--- src/rtl/pcie_tx_os_pkg.sv ---
// Shared symbol constants, encodings and request payload for the TX ordered-set generator.
package pcie_tx_os_pkg;

  localparam logic [7:0] COM    = 8'hBC;
  localparam logic [7:0] PAD    = 8'hF7;
  localparam logic [7:0] IDL    = 8'h7C;
  localparam logic [7:0] SKP    = 8'h1C;
  localparam logic [7:0] TS1_ID = 8'h4A;
  localparam logic [7:0] TS2_ID = 8'h45;

  localparam int unsigned SYM_IDX_W = 4;
  localparam int unsigned CNT_W     = 11;
  localparam int unsigned LANES_W   = 5;

  typedef enum logic [1:0] {
    OS_TS1  = 2'd0,
    OS_TS2  = 2'd1,
    OS_EIOS = 2'd2,
    OS_LIDL = 2'd3
  } os_type_e;

  // Symbol source selection; SKP exists only as an inserted OS, never requested.
  typedef enum logic [2:0] {
    SYM_TS1  = 3'd0,
    SYM_TS2  = 3'd1,
    SYM_EIOS = 3'd2,
    SYM_LIDL = 3'd3,
    SYM_SKP  = 3'd4
  } sym_kind_e;

  typedef enum logic {
    ST_IDLE = 1'b0,
    ST_SEND = 1'b1
  } tx_state_e;

  typedef struct packed {
    os_type_e             os_type;
    logic [CNT_W-1:0]     count;
    logic [7:0]           link;
    logic [7:0]           rateid;
    logic                 pad;
    logic [LANES_W-1:0]   lanes;
  } os_cfg_t;

  function automatic sym_kind_e os_kind(input os_type_e t);
    case (t)
      OS_TS1:  os_kind = SYM_TS1;
      OS_TS2:  os_kind = SYM_TS2;
      OS_EIOS: os_kind = SYM_EIOS;
      default: os_kind = SYM_LIDL;
    endcase
  endfunction

  // OS length in symbols; logical idle is one beat wide.
  function automatic logic [4:0] os_len(input sym_kind_e kind, input logic [4:0] syms);
    case (kind)
      SYM_TS1, SYM_TS2: os_len = 5'd16;
      SYM_LIDL:         os_len = syms;
      default:          os_len = 5'd4;
    endcase
  endfunction

endpackage

--- src/rtl/os_tx_symbol_mux.sv ---
// Combinational symbol/K selection for one lane and one symbol slot of an ordered set.
module os_tx_symbol_mux
  import pcie_tx_os_pkg::*;
#(
  parameter logic [7:0] N_FTS = 8'hFF
) (
  input  sym_kind_e              kind,
  input  logic [SYM_IDX_W-1:0]   sym_idx,
  input  logic [3:0]             lane,
  input  logic [7:0]             link,
  input  logic [7:0]             rateid,
  input  logic                   pad,
  output logic [7:0]             sym_c,
  output logic                   k_c
);

  always_comb begin
    sym_c = 8'h00;
    k_c   = 1'b0;
    case (kind)
      SYM_TS1, SYM_TS2: begin
        case (sym_idx)
          4'd0: begin
            sym_c = COM;
            k_c   = 1'b1;
          end
          4'd1: begin
            sym_c = pad ? PAD : link;
            k_c   = pad;
          end
          4'd2: begin
            sym_c = pad ? PAD : {4'h0, lane};
            k_c   = pad;
          end
          4'd3:    sym_c = N_FTS;
          4'd4:    sym_c = rateid;
          4'd5:    sym_c = 8'h00;
          default: sym_c = (kind == SYM_TS1) ? TS1_ID : TS2_ID;
        endcase
      end
      SYM_EIOS: begin
        sym_c = (sym_idx == 4'd0) ? COM : IDL;
        k_c   = 1'b1;
      end
      SYM_SKP: begin
        sym_c = (sym_idx == 4'd0) ? COM : SKP;
        k_c   = 1'b1;
      end
      default: begin
        sym_c = 8'h00;
        k_c   = 1'b0;
      end
    endcase
  end

endmodule

--- src/rtl/os_tx_generator.sv ---
// TX ordered-set generator (TS1/TS2/EIOS/logical idle) into PIPE TxData/TxDataK per lane.
// Optional SKP OS insertion is enabled by defining OS_TX_SKP_EN.
module os_tx_generator
  import pcie_tx_os_pkg::*;
#(
`ifdef OS_TX_SKP_EN
  parameter int unsigned SKP_INTERVAL = 1180,
`endif
  parameter int unsigned PIPEWIDTH = 32,
  parameter int unsigned MAXLANES  = 16,
  parameter logic [7:0]  N_FTS     = 8'hFF
) (
  input  logic                    clk,
  input  logic                    reset,
  input  logic [2:0]              GEN,
  input  logic [4:0]              numberOfDetectedLanes,
  input  logic                    os_req,
  input  logic [1:0]              os_type,
  input  logic [10:0]             os_count,
  input  logic                    os_stop,
  input  logic                    pad_mode,
  input  logic [7:0]              linkNumber,
  input  logic [7:0]              rateid,
  output logic                    os_ack,
  output logic                    os_err,
  output logic                    busy,
  output logic                    done,
  output logic [10:0]             sent_count,
  output logic [MAXLANES*32-1:0]  TxData,
  output logic [MAXLANES*4-1:0]   TxDataK,
  output logic [MAXLANES-1:0]     TxDataValid,
  output logic [MAXLANES-1:0]     TxElecIdle
);

  localparam int unsigned SYMS   = PIPEWIDTH / 8;
  localparam int unsigned DATA_W = MAXLANES * 32;
  localparam int unsigned K_W    = MAXLANES * 4;
  localparam logic [4:0]  SYMS5  = 5'(SYMS);

  tx_state_e             state_q, state_d;
  os_cfg_t               cfg_q, cfg_d;
  logic [SYM_IDX_W-1:0]  idx_q, idx_d;
  logic                  skp_q, skp_d;
  logic                  stop_q, stop_d;
  logic [CNT_W-1:0]      sent_q, sent_d;
  logic                  eidle_q, eidle_d;
  logic                  done_q, done_d;
  logic [DATA_W-1:0]     data_q, data_d;
  logic [K_W-1:0]        k_q, k_d;
  logic [MAXLANES-1:0]   valid_q, valid_d;
  logic [MAXLANES-1:0]   elec_q, elec_d;

  logic                  req_ok_c;
  logic                  accept_c;
  logic                  wrap_c;
  logic                  skp_pend_c;
  logic [LANES_W-1:0]    lanes_in_c;
  sym_kind_e             cur_kind_c;
  sym_kind_e             kind_d;

  logic [7:0]            sym_w [MAXLANES][SYMS];
  logic                  k_w   [MAXLANES][SYMS];

  assign req_ok_c   = ((GEN == 3'd1) || (GEN == 3'd2)) && (numberOfDetectedLanes != 5'd0);
  assign accept_c   = !reset && (state_q == ST_IDLE) && os_req && req_ok_c;
  assign os_ack     = accept_c;
  assign os_err     = !reset && (state_q == ST_IDLE) && os_req && !req_ok_c;
  assign lanes_in_c = (numberOfDetectedLanes > 5'(MAXLANES)) ? 5'(MAXLANES) : numberOfDetectedLanes;
  assign cur_kind_c = skp_q ? SYM_SKP : os_kind(cfg_q.os_type);
  assign wrap_c     = ({1'b0, idx_q} + SYMS5) >= os_len(cur_kind_c, SYMS5);

  // Next-state: accept, beat advance, OS boundary handling (count/stop/SKP).
  always_comb begin
    state_d = state_q;
    cfg_d   = cfg_q;
    idx_d   = idx_q;
    skp_d   = skp_q;
    stop_d  = stop_q;
    sent_d  = sent_q;
    eidle_d = eidle_q;
    done_d  = 1'b0;
    case (state_q)
      ST_IDLE: begin
        if (accept_c) begin
          state_d       = ST_SEND;
          cfg_d.os_type = os_type_e'(os_type);
          cfg_d.count   = os_count;
          cfg_d.link    = linkNumber;
          cfg_d.rateid  = rateid;
          cfg_d.pad     = pad_mode;
          cfg_d.lanes   = lanes_in_c;
          idx_d         = '0;
          skp_d         = 1'b0;
          stop_d        = os_stop;
          sent_d        = '0;
          eidle_d       = 1'b0;
        end
      end
      default: begin
        if (os_stop) stop_d = 1'b1;
        if (!wrap_c) begin
          idx_d = idx_q + 4'(SYMS);
        end else begin
          idx_d = '0;
          if (skp_q) begin
            skp_d = 1'b0;
            if (stop_d) begin
              state_d = ST_IDLE;
              done_d  = 1'b1;
              stop_d  = 1'b0;
              eidle_d = (cfg_q.os_type == OS_EIOS);
            end
          end else begin
            sent_d = (sent_q == '1) ? sent_q : sent_q + 11'd1;
            if (stop_d || ((cfg_q.count != '0) && ((sent_q + 11'd1) == cfg_q.count))) begin
              state_d = ST_IDLE;
              done_d  = 1'b1;
              stop_d  = 1'b0;
              eidle_d = (cfg_q.os_type == OS_EIOS);
            end else if (skp_pend_c) begin
              skp_d = 1'b1;
            end
          end
        end
      end
    endcase
  end

  assign kind_d = skp_d ? SYM_SKP : os_kind(cfg_d.os_type);

  for (genvar l = 0; l < MAXLANES; l++) begin : g_lane
    for (genvar s = 0; s < SYMS; s++) begin : g_sym
      os_tx_symbol_mux #(.N_FTS(N_FTS)) u_mux (
        .kind    (kind_d),
        .sym_idx (idx_d + 4'(s)),
        .lane    (4'(l)),
        .link    (cfg_d.link),
        .rateid  (cfg_d.rateid),
        .pad     (cfg_d.pad),
        .sym_c   (sym_w[l][s]),
        .k_c     (k_w[l][s])
      );
    end
  end

  // Lane output assembly for the beat registered at the next edge.
  always_comb begin
    data_d  = '0;
    k_d     = '0;
    valid_d = '0;
    elec_d  = '0;
    for (int l = 0; l < MAXLANES; l++) begin
      valid_d[l] = (state_d == ST_SEND) && (5'(l) < cfg_d.lanes);
      elec_d[l]  = !(5'(l) < cfg_d.lanes) || eidle_d;
      for (int s = 0; s < SYMS; s++) begin
        if (valid_d[l]) begin
          data_d[l*32 + 8*s +: 8] = sym_w[l][s];
          k_d[l*4 + s]            = k_w[l][s];
        end
      end
    end
  end

  always_ff @(posedge clk) begin
    if (reset) begin
      state_q <= ST_IDLE;
      cfg_q   <= '0;
      idx_q   <= '0;
      skp_q   <= 1'b0;
      stop_q  <= 1'b0;
      sent_q  <= '0;
      eidle_q <= 1'b0;
      done_q  <= 1'b0;
      data_q  <= '0;
      k_q     <= '0;
      valid_q <= '0;
      elec_q  <= '1;
    end else begin
      state_q <= state_d;
      cfg_q   <= cfg_d;
      idx_q   <= idx_d;
      skp_q   <= skp_d;
      stop_q  <= stop_d;
      sent_q  <= sent_d;
      eidle_q <= eidle_d;
      done_q  <= done_d;
      data_q  <= data_d;
      k_q     <= k_d;
      valid_q <= valid_d;
      elec_q  <= elec_d;
    end
  end

`ifdef OS_TX_SKP_EN
  localparam int unsigned SKP_CNT_W = $clog2(SKP_INTERVAL + 1);

  logic [SKP_CNT_W-1:0] skp_cnt_q, skp_cnt_d;
  logic                 skp_pend_q, skp_pend_d;

  // Interval counter; cleared when a SKP OS is scheduled, pending survives IDLE.
  always_comb begin
    skp_cnt_d  = skp_cnt_q;
    skp_pend_d = skp_pend_q;
    if (skp_d && !skp_q) begin
      skp_cnt_d  = '0;
      skp_pend_d = 1'b0;
    end else if (skp_cnt_q == SKP_CNT_W'(SKP_INTERVAL)) begin
      skp_pend_d = 1'b1;
    end else begin
      skp_cnt_d = skp_cnt_q + SKP_CNT_W'(1);
    end
  end

  always_ff @(posedge clk) begin
    if (reset) begin
      skp_cnt_q  <= '0;
      skp_pend_q <= 1'b0;
    end else begin
      skp_cnt_q  <= skp_cnt_d;
      skp_pend_q <= skp_pend_d;
    end
  end

  assign skp_pend_c = skp_pend_q;
`else
  assign skp_pend_c = 1'b0;
`endif

  assign busy        = (state_q == ST_SEND);
  assign done        = done_q;
  assign sent_count  = sent_q;
  assign TxData      = data_q;
  assign TxDataK     = k_q;
  assign TxDataValid = valid_q;
  assign TxElecIdle  = elec_q;

endmodule
--- config.mk ---
export PLATFORM = sky130hd
export DESIGN_NAME = os_tx_generator
export DESIGN_NICKNAME = d
export VERILOG_FILES = /design/src/rtl/pcie_tx_os_pkg.sv /design/src/rtl/os_tx_symbol_mux.sv /design/src/rtl/os_tx_generator.sv
export SDC_FILE = /design/constraint.sdc
export NUM_CORES = 1
export LEC_CHECK = 0
export BUFFER_PORTS_ARGS = -buffer_cell sky130_fd_sc_hd__buf_2
export CORE_AREA = 2 2 259 261
export CTS_CLUSTER_SIZE = 16
export DETAILED_ROUTE_END_ITERATION = 7
export DIE_AREA = 0 0 261 263
export PLACE_DENSITY = 0.59
export RECOVER_POWER = 50
export SETUP_SLACK_MARGIN = 0.2
export SLEW_MARGIN = 25
export SYNTH_ARGS = -nofsm -noshare
export SYNTH_HDL_FRONTEND = slang
export SYNTH_SLANG_ARGS = --single-unit
--- constraint.sdc ---
create_clock -name clk -period 6.2 [get_ports clk]
set_input_delay 0.31 -clock clk [delete_from_list [all_inputs] [get_ports clk]]
set_output_delay 0.31 -clock clk [all_outputs]
set_load 0.005 [all_outputs]
Word level (Yosys, flattened, before mapping)
Cells that the tools add are included.
{"block": "totals", "ff_bits": 663, "latch_bits": 0, "mem_bits_rw": 0, "mem_bits_ro": 0, "input_bits": 42, "n_memories": 0}
{"block": "classes", "addsub": 6, "mul": 0, "n_div": 0, "order_cmp": 18, "n_eq_ne": 35, "n_shift": 0, "n_mux": 203, "n_bitwise": 18, "n_reduce_logical": 95}
{"op": "case mux 8 bit (6 select lines)", "count": 64}
{"op": "case mux 8 bit (3 select lines)", "count": 64}
{"op": "2-to-1 mux 8 bit", "count": 25}
{"op": "2-to-1 mux 35 bit", "count": 2}
{"op": "2-to-1 mux 11 bit", "count": 5}
{"op": "OR reduction 2 bit", "count": 23}
{"op": "less-than comparator 4 x 5 -> 1 bit, first input constant", "count": 8}
{"op": "equality test 4 x 2 -> 1 bit, second input constant", "count": 8}
{"op": "equality test 4 x 3 -> 1 bit, second input constant", "count": 8}
{"op": "2-to-1 mux 1 bit", "count": 25}
{"op": "logical AND 1 bit", "count": 22}
{"op": "less-than comparator 3 x 5 -> 1 bit, first input constant", "count": 4}
{"op": "logical NOT 1 bit", "count": 18}
{"op": "logical OR 1 bit", "count": 18}
{"op": "NOT 1 bit", "count": 18}
{"op": "equality test 4 x 1 -> 1 bit, second input constant", "count": 4}
{"op": "logical NOT 4 bit", "count": 4}
{"op": "2-to-1 mux 4 bit", "count": 4}
{"op": "case mux 1 bit (2 select lines)", "count": 8}
{"op": "case mux 2 bit (3 select lines)", "count": 2}
{"op": "adder 11 x 1 -> 11 bit, second input constant", "count": 1}
{"op": "equality test 11 bit", "count": 1}
{"op": "equality test 11 bit, second input constant", "count": 1}
{"op": "nonzero test 11 bit", "count": 1}
{"op": "24 further kinds", "count": 37}

Depth between registers and ports, before layout
Gate-level depths: netlist (run 1).
{"block": "depth", "ltp_word": 14, "ltp_mapped": 18, "mapped_depth_nobuf": 15}

Hierarchy
A second synthesis (run 1) with hierarchy kept.
{"block": "hier_totals", "hier_cells": 7014, "hier_area_um2": 53009.6}
{"mod": "os_tx_symbol_mux (g_lane[0].g_sym[0].u_mux ...)", "n_inst": 47, "cells_per_inst": 88, "area_per_inst_um2": 543.0}
{"mod": "os_tx_generator", "n_inst": 1, "cells_per_inst": 1688, "area_per_inst_um2": 19341.0}
{"mod": "os_tx_symbol_mux (g_lane[5].g_sym[3].u_mux ...)", "n_inst": 17, "cells_per_inst": 70, "area_per_inst_um2": 479.2}

Worst setup path before layout (run 1)
No wires, ideal clock.
{"block": "synth_timing", "kind": "flip-flop to flip-flop", "startpoint": "register skp_q", "endpoint": "register data_q[254], in the netlist TxData[254]", "setup_time_ns": 0.128, "arrival_ns": 3.775, "t_required_ns": 6.072, "path_slack_ns": 2.297, "stages_incl_launch_ff": 16, "n_path_buf": 3, "synth_period_minus_slack_ns": 3.903, "cell_sequence": "dfxtp_1 or2_2 ha_1 and2_1 a221oi_1 buf_2 mux2i_4 inv_1 ha_1 or3b_2 and3_1 clkbuf_1 and4_1 a211oi_2 buf_4 nor2_1"}
{"block": "synth_via", "elab_chain_len": 11, "elab_cells_between_ends": 33, "classes_between": "add/sub (1); order compare (1); eq/ne (9); mux (14); bitwise (1); reduce/logical (7)"}
{"element": "start: declaration", "line": "os_tx_generator.sv:43", "source": "logic skp_q, skp_d;"}
{"element": "start signal: assignment", "line": "os_tx_generator.sv:182", "source": "skp_q <= skp_d;"}
{"element": "2-to-1 mux 3 bit (*)", "line": "os_tx_generator.sv:69", "source": "assign cur_kind_c = skp_q ? SYM_SKP : os_kind(cfg_q.os_type);"}
{"element": "equality test 3 x 1 -> 1 bit / logical NOT 3 bit (equally long branches)", "line": "pcie_tx_os_pkg.sv:56", "source": "case (kind)"}
{"element": "OR reduction 2 bit (*)", "line": "pcie_tx_os_pkg.sv:56"}
{"element": "2-to-1 mux 5 bit (*)", "line": "pcie_tx_os_pkg.sv:56"}
{"element": ">= comparator 5 bit (*)", "line": "os_tx_generator.sv:70", "source": "assign wrap_c = ({1'b0, idx_q} + SYMS5) >= os_len(cur_kind_c, SYMS5);"}
{"element": "2-to-1 mux 4 bit (*)", "line": "os_tx_generator.sv:101", "source": "if (!wrap_c) begin"}
{"element": "2-to-1 mux 4 bit (*)", "line": "os_tx_generator.sv:82", "source": "case (state_q)"}
{"element": "named net g_lane[0].g_sym[0].u_mux.sym_idx[2]", "line": "os_tx_symbol_mux.sv:8", "source": "input logic [SYM_IDX_W-1:0] sym_idx,"}
{"element": "adder 4 x 2 -> 4 bit (*)", "line": "os_tx_generator.sv:135", "source": ".sym_idx (idx_d + 4'(s)),"}
{"element": "equality test 4 x 3 -> 1 bit (tied with other cells)", "line": "os_tx_symbol_mux.sv:22", "source": "case (sym_idx)"}
{"element": "case mux 8 bit (6 select lines) / 2-to-1 mux 8 bit (equally long branches)", "line": "os_tx_symbol_mux.sv:22, os_tx_symbol_mux.sv:42"}
{"element": "case mux 8 bit (3 select lines) (*)", "line": "os_tx_symbol_mux.sv:20", "source": "case (kind)"}
{"element": "end signal: assignment", "line": "os_tx_generator.sv:187", "source": "data_q <= data_d;"}
{"element": "end: declaration", "line": "os_tx_generator.sv:48", "source": "logic [DATA_W-1:0] data_q, data_d;"}
Mark *: on every way through the listed nets, which the timed path passes. The rest lies on a longest branch.
A chain may end at the register's enable or synchronous reset.

Worst setup path in the final report (run 1)
{"block": "layout_timing", "startpoint": "register state_q, in the netlist busy", "endpoint": "register data_q[301], in the netlist TxData[301]"}
{"block": "layout_via", "elab_cells_between_ends": 38, "classes_between": "add/sub (1); order compare (1); eq/ne (10); mux (15); bitwise (2); reduce/logical (9)"}
{"element": "start: declaration", "line": "os_tx_generator.sv:40", "source": "tx_state_e state_q, state_d;"}
{"element": "start signal: assignment", "line": "os_tx_generator.sv:179", "source": "state_q <= state_d;"}
{"element": "NOT 1 bit"}
{"element": "logical AND 1 bit (3 in a row)", "line": "os_tx_generator.sv:65", "source": "assign accept_c = !reset && (state_q == ST_IDLE) && os_req && req_ok_c;"}
{"element": "2-to-1 mux 4 bit", "line": "os_tx_generator.sv:84", "source": "if (accept_c) begin"}
{"element": "2-to-1 mux 4 bit (*)", "line": "os_tx_generator.sv:82"}
{"element": "named net g_lane[0].g_sym[0].u_mux.sym_idx[2]", "line": "os_tx_symbol_mux.sv:8"}
{"element": "adder 4 x 1 -> 4 bit (*)", "line": "os_tx_generator.sv:135"}
{"element": "equality test 4 x 3 -> 1 bit (tied with other cells)", "line": "os_tx_symbol_mux.sv:22"}
{"element": "case mux 8 bit (6 select lines) / 2-to-1 mux 8 bit (equally long branches)", "line": "os_tx_symbol_mux.sv:22, os_tx_symbol_mux.sv:46"}
{"element": "case mux 8 bit (3 select lines) (*)", "line": "os_tx_symbol_mux.sv:20"}
Marks and branches as above.

==> qor.yml, run 1 <==
status: "finished, violations left"
violations: "capacitance limit, slew limit"
fp.dieW_um: 261
dpl.cell_count: 3487
end_kind: "register"
io_pins: 665
syn_avg_cell_area_um2: 10.17
clock-sinks: 663
timing.critical_path.from_type: "register"
slew_headroom_pct: -29.78
fmax_mhz: 185.2
worstMarginPinSlew_ns: 1.926
drtIter0Drc: 1468
wire_per_inst_um: 24.21
drive_gt1_share_pct: 17.13
seq_area_frac_synth_pct: 64.66
synth.top_cell.area_share_pct: 64.66
via_per_inst: 4.852
clock_latency_ns: 0.62
numCtsBuffers: 68
crit_type: "reg -> reg"
synth_ff_type: "dfxtp_1"
synthAdderAreaFrac_pct: 0.3657
finalSetupViolations: 0
synth-edff-count: 0
crit_fanout: 16
final_max_slew_viol_count: 14
muxShareOfSynthArea_pct: 1.006
r2r_slack_ns: 0.80
ys_warn_count: 0
cts_tree: "yes"
ys_top_cells_by_count: "663 x dfxtp_1, 557 x nor2_1, 104 x nor3_1, 86 x nand2_1, 69 x a21oi_1"
yosys.area.top_type: "dfxtp_1"
hold_violations: 0
post-route-period-util_pct: 87.07
core_mm2: 0.06563
cts_resized: 0
rsz0062_at_grt: "false"
irDropWorstVdd_mv: 0.2534
drc: 0
grt-ovfl-total: 0
min_path_cells: 3
clock_skew_ns: 0.04141
dr.pass1.iters: 6
final_antenna_net_count: 0
syn_nets: 2066
htreeDepth: 3
cp.required_ns: 6.72
cp_cell_sequence: "clkbuf_1, nor2_1, and2_1, a21oi_4, mux2i_4, inv_1, ha_1, nand2_1, o221ai_1, buf_2, nand2_2, o31ai_1, a21oi_2, nor3_1"
synth_seq_cells: 663
grt_first_pass_wirelength_um: 123000
fin_area_mm2: 0.02679
gp_congestion: 0.8985
ys_types: 103
yosysMostFrequentCell: "dfxtp_1"
cpPeakStageDelay_ns: 0.63
io_buffers: 664
powerDensity_mw_per_mm2: 341.1
stdcell_count: 3630
cts-root-buf: "clkbuf_16"
postPlaceCellArea_mm2: 0.02480
p_leak_nw: 11.00
min_path_type: "in -> reg"
cp.arrival_ns: 5.92
rows: 94
syn-instance-count: 2018
dp_hpwl_um: 63170
grt.total_usage_pct: 24.76
grt_pass1_vias: 17300
nFillCells: 6662
cts.reportedPaths.clkPinSlew_ns: 0.06
setup_tns_ns: 0
synth_top_family_by_area: "simple AND/OR/NAND/NOR gates"
synthesis.area_mm2: 0.02053
die_y_um: 263
synth_xor_area_share_pct: 0.7558
wl_um: 87890
ys_top_cells_by_area: "dfxtp_1 65%, nor2_1 10%, nor3_1 2.5%, a21oi_1 1.7%, nand2_1 1.6%"
die_area_mm2: 0.06864
start_util_pct: 31.28
antenna_found_initial: 6
synthSimpleGateAreaFrac_pct: 19.29
worstRegToRegCells: 14
power.total_mw: 9.139
syn_to_final_growth_pct: 30.51
grt_max_degree: 59
fin_crit_ns: 5.398
layout.nets: 2758
synth_compound_area_share_pct: 9.624
vias: 17610
clockBufferDepth: 3
max_cap_viol_count: 1
cp_slowest_cell: "clkbuf_1"
synthArstFlopShare_pct: 0
[per-layer routing]
layer | vias to the layer above | part of all wire [%] | GRT usage (%)
li1 | 8041 | - | -
met1 | 8535 | 39 | 28.59
met2 | 828 | 49 | 43.76
met3 | 204 | 6.5 | 4.631
met4 | 4 | 4.6 | 11.81
met5 | - | 0.027 | 0
[final timing paths]
path                 startpoint           to
setup / recovery           busy  TxData[301]
hold / removal    linkNumber[4]    cfg_q[18]
setup reg to reg           busy  TxData[301]
hold reg to reg       cfg_q[21]    cfg_q[21]
[timing repair]
item / in CTS / in global routing
endpoints found under the setup margin: 0 / 0
hold endpoints to repair: 17 / 0
setup buffers: 0 / 0
hold buffers: 17 / 0
[final cells by class]
class                   count  area [um2]  share of cell area (%)
repair buffers            748        3426                   12.79
diodes                      4       10.01                 0.03736
flip-flops and latches    663       13270                   49.54
clock buffers              94        1962                   7.323
inverters                  34       130.1                  0.4857
well taps                 864        1081                   4.035
multi-input cells        1195        6480                   24.19
clock inverters            28       429.2                   1.602
[stage by stage]
| stage | setup WS [ns] | util, % | hold slack (ns) |
|---|---|---|---|
| after floorplan | 2.297 | - | 0.4363 |
| after global placement | 1.059 | 37.72 | 0.4431 |
| after detailed placement | 1.205 | 37.78 | 0.4518 |
| after CTS | 1.194 | 41.69 | 0.005124 |
| after global routing | 0.4998 | 40.82 | 0.04232 |
| final | 0.8017 | 40.82 | 0.04690 |
[power breakdown]
| part | internal, mW | switching, mW | total [mW] |
|---|---|---|---|
| clock network | 2.57 | 1.74 | 4.32 |
| registers | 4.29 | 0.0102 | 4.30 |
| logic | 0.139 | 0.386 | 0.525 |
[cells in the final DEF, fill, tap and decap left out, types with 9 or more instances in the layout]
cell type	synthesis	final
and3_1	12	12
mux2i_1	10	10
nand2_1	86	86
clkbuf_8	0	12
dlygate4sd3_1	0	17
a21oi_1	69	66
clkbuf_16	0	70
nor3_1	104	104
nand2_2	10	9
o22ai_1	17	16
xnor2_1	10	10
clkbuf_1	29	478
nor2_1	557	558
clkinv_2	0	10
o21ai_1	15	13
and2_1	12	10
nand3_1	20	20
o21ai_0	31	31
buf_4	22	64
inv_1	32	32
dfxtp_1	663	663
buf_2	54	198
nand2b_1	24	21
[worst max-delay path, delay by kind of cell (launching register included)]
kind            cells  cell delay [ns]
compound gates      4             2.09
buf+inv             3             1.18
simple gates        5             1.03
fa+ha+maj           1             0.40
flops               1             0.31
mux                 1             0.28
[flip-flops by register name, indices dropped and copies added (netlist names)]
signal and cells:
TxData 512, TxDataK 64, TxDataValid 16, TxElecIdle 16, busy 1, cfg_q 35, done 1, eidle_q 1
idx_q 4, sent_count 11, skp_q 1, stop_q 1
[cells by family after synthesis]
kind of cell,Yosys count
buf+inv,160
xor+xnor,16
mux,18
flops,663
compound gates,260
fa+ha+maj,6
simple gates,895
(Power assumes the default switching activity.)
==> run 2, diff against run 1 <==
- GPL_TIMING_DRIVEN: unset -> 0
==> run 2 against run 1 <==
The run now ends clean; combinational power increased by 2%; worst hold slack got worse by 0.0089 ns; sequential cell count unchanged; register-to-register slack about the same; clock skew about the same; largest power group unchanged; die area unchanged; critical path type is now in -> reg; worst setup slack got worse by 0.19 ns; sequential power about the same; non-clock buffer count increased by 65; global-route usage increased by 0.062 points.
==> qor.yml, run 2 (synthesis results as in run 1) <==
status: "finished, final reports clean"
powerDensity_mw_per_mm2: 339.5  # -0.46%
whs_ns: 0.03795  # -0.008944 ns
cts_resized: 0  # unchanged
post-route-period-util_pct: 90.12  # +3.0 points
start_util_pct: 31.28  # unchanged
grt.total_usage_pct: 24.82  # +0.062 points
clock_skew_ns: 0.04179  # +0.0003729 ns
dpl.cell_count: 3549  # +1.8%
r2r_end: "TxData[284]"
p_int_mw: 6.989  # -0.15%
antenna_found_initial: 3  # -3
final_cell_mix: "663 x dfxtp_1, 557 x nor2_1, 520 x clkbuf_1"
fmax_mhz: 179.0  # -3.4%
rsz0062_at_grt: "false"
drtIter0Drc: 1293  # -12%
numCtsBuffers: 70  # +2.9%
cp.arrival_ns: 6.05  # +0.13 ns
via_per_inst: 4.766  # -1.8%
r2r_slack_ns: 0.80  # about the same
drive_gt1_share_pct: 17.21  # +0.083 points
clkPwrFrac_pct: 47.4  # +0.2 points
setup_tns_ns: 0  # unchanged
worstMarginPinSlew_ns: 1.093  # -0.8329 ns
crit_top_cell: "clkbuf_1"
cts.reportedPaths.clkPinSlew_ns: 0.06  # about the same
ctsHoldBuffers: 20  # +3
grt_max_degree: 15  # -75%
cts-root-buf: "clkbuf_16"
crit_start: "numberOfDetectedLanes[4]"
fin_crit_ns: 5.587  # +0.1891 ns
grt_first_pass_wirelength_um: 122400  # -0.46%
max_cap_viol_count: 0  # -1
crit_fanout: 10  # -6
holdPathEnd: "stop_q"
end_kind: "register"
io_buffers: 663  # -0.15%
min_path_cells: 3  # unchanged
critPathTopFamily: "buffers and inverters"
layout.nets: 2825  # +2.4%
die_area_mm2: 0.06864  # unchanged
cts_tree: "yes"
post_cts_buffers: 0  # unchanged
hold_violations: 0  # unchanged
p_sw_share_pct: 23.92  # +0.52 points
irDropWorstVdd_mv: 0.2155  # -15%
finalSetupViolations: 0  # unchanged
final_antenna_net_count: 0  # unchanged
die_y_um: 263  # unchanged
power.total_mw: 9.187  # +0.53%
wire_per_inst_um: 24.05  # -0.67%
clockBufferDepth: 3  # unchanged
clock-sinks: 663  # unchanged
drc: 0  # unchanged
wl_um: 88910  # +1.2%
clock_latency_ns: 0.63  # about the same
fp.dieW_um: 261  # unchanged
timing.rr.start: "skp_q"
htreeDepth: 3  # unchanged
cpPeakStageDelay_ns: 0.57  # -0.06 ns
slew_headroom_pct: 25.02  # +55 points
cp_slowest_cell: "a221oi_2"
grt_pass1_vias: 16830  # -2.7%
syn_to_final_growth_pct: 31.80
crit_type: "in -> reg"
p_leak_nw: 11.06  # +0.57%
cp_cell_sequence: "dlygate4sd3_1, clkbuf_1, nor3_1, a211oi_1, clkbuf_1, a21oi_4, mux2i_4, inv_1, ha_1, or2_0, o221ai_1, buf_2, a21boi_2, nand2_1, a221oi_2, buf_6, buf_4, nor2_1"
worstRegToRegCells: 16  # +2
cp.required_ns: 6.67  # -0.05 ns
final_max_slew_viol_count: 0  # -14
timing.critical_path.from_type: "input port"
dr.pass1.iters: 8  # +2
dp_hpwl_um: 65680  # +4.0%
stdcell_count: 3697  # +1.8%
min_path_type: "in -> reg"
gp_congestion: 0.9656  # +7.5%
rows: 94  # unchanged
power_frac_seq_pct: 46.8  # -0.2 points
final_common_cell: "dfxtp_1"
critPathBufInv: 7  # +4
switching_power_mw: 2.198  # +2.8%
io_pins: 665  # unchanged
largest_reg_flops: 512  # unchanged
vias: 17620  # +0.051%
hold_start: "os_stop"
utilization_pct: 41.23  # +0.41 points
grt-ovfl-total: 0  # unchanged
core_mm2: 0.06563  # unchanged
pwr-share-comb_pct: 5.8  # about the same
==> run 2: cell types whose count changed in the layout (fill, tap and decap cells not counted), moves of 3 or more <==
cell	change
clkbuf_1	+42
buf_4	-41
buf_2	+39
buf_6	+17
buf_1	+7
o21ai_1	-6
o21ai_2	+6
a211oi_4	-3
clkbuf_8	+3
dlygate4sd3_1	+3
nand2b_1	+3
nand2b_2	-3
o31ai_1	-3
==> run 2: cell type report <==
| cell class | count | area [um2] |
|---|---|---|
| clock inverters | 24 | 387.9 |
| fillers | 6689 | 38570 |
| repair buffers | 687 | 2957 |
| flip-flops and latches | 663 | 13270 |
| multi-input cells | 1195 | 6450 |
| well taps | 864 | 1081 |
| diodes | 3 | 7.507 |
| inverters | 34 | 128.9 |
| plain buffers | 126 | 733.2 |
| clock buffers | 101 | 2039 |
==> run 2: tightest hold or removal path, cell delays in order <==
cell     delay [ns]
buf_2          0.10
a22oi_1        0.06
nor3_1         0.11
==> run 2: per-stage QoR <==
step / instance area [um2] / setup WS (ns)
after floorplan: 20530 / 2.297
after global placement: 24930 / 0.7242
after detailed placement: 25070 / 0.9336
after CTS: 27700 / 0.8880
after global routing: 27050 / 0.3806
final: 27060 / 0.6126
==> run 2: power by group through the flow <==
stage	combinational [mW]	clock, mW	sequential (mW)
CTS	0.549	4.41	4.30
global placement	0.526	0	4.39
floorplan	0.265	0	4.39
detailed placement	0.537	0	4.39
finish	0.534	4.35	4.30
global route	0.568	4.59	4.30
==> run 2: worst max path at each step <==
| stage | depth (start not counted) | end | slack, ns |
|---|---|---|---|
| floorplan | 15 | TxData[254] | 2.30 |
| global placement | 16 | TxData[246] | 0.72 |
| detailed placement | 16 | TxData[284] | 0.93 |
| CTS | 16 | TxData[284] | 0.89 |
| global route | 19 | TxData[246] | 0.38 |
| finish | 18 | TxData[246] | 0.61 |
==> run 2: per-layer routing <==
layer / global-route usage [%] / wire (um)
met4: 12.27 / 4596
met5: 0 / 0
met3: 4.622 / 5284
met1: 29.60 / 36130
met2: 42.56 / 42900
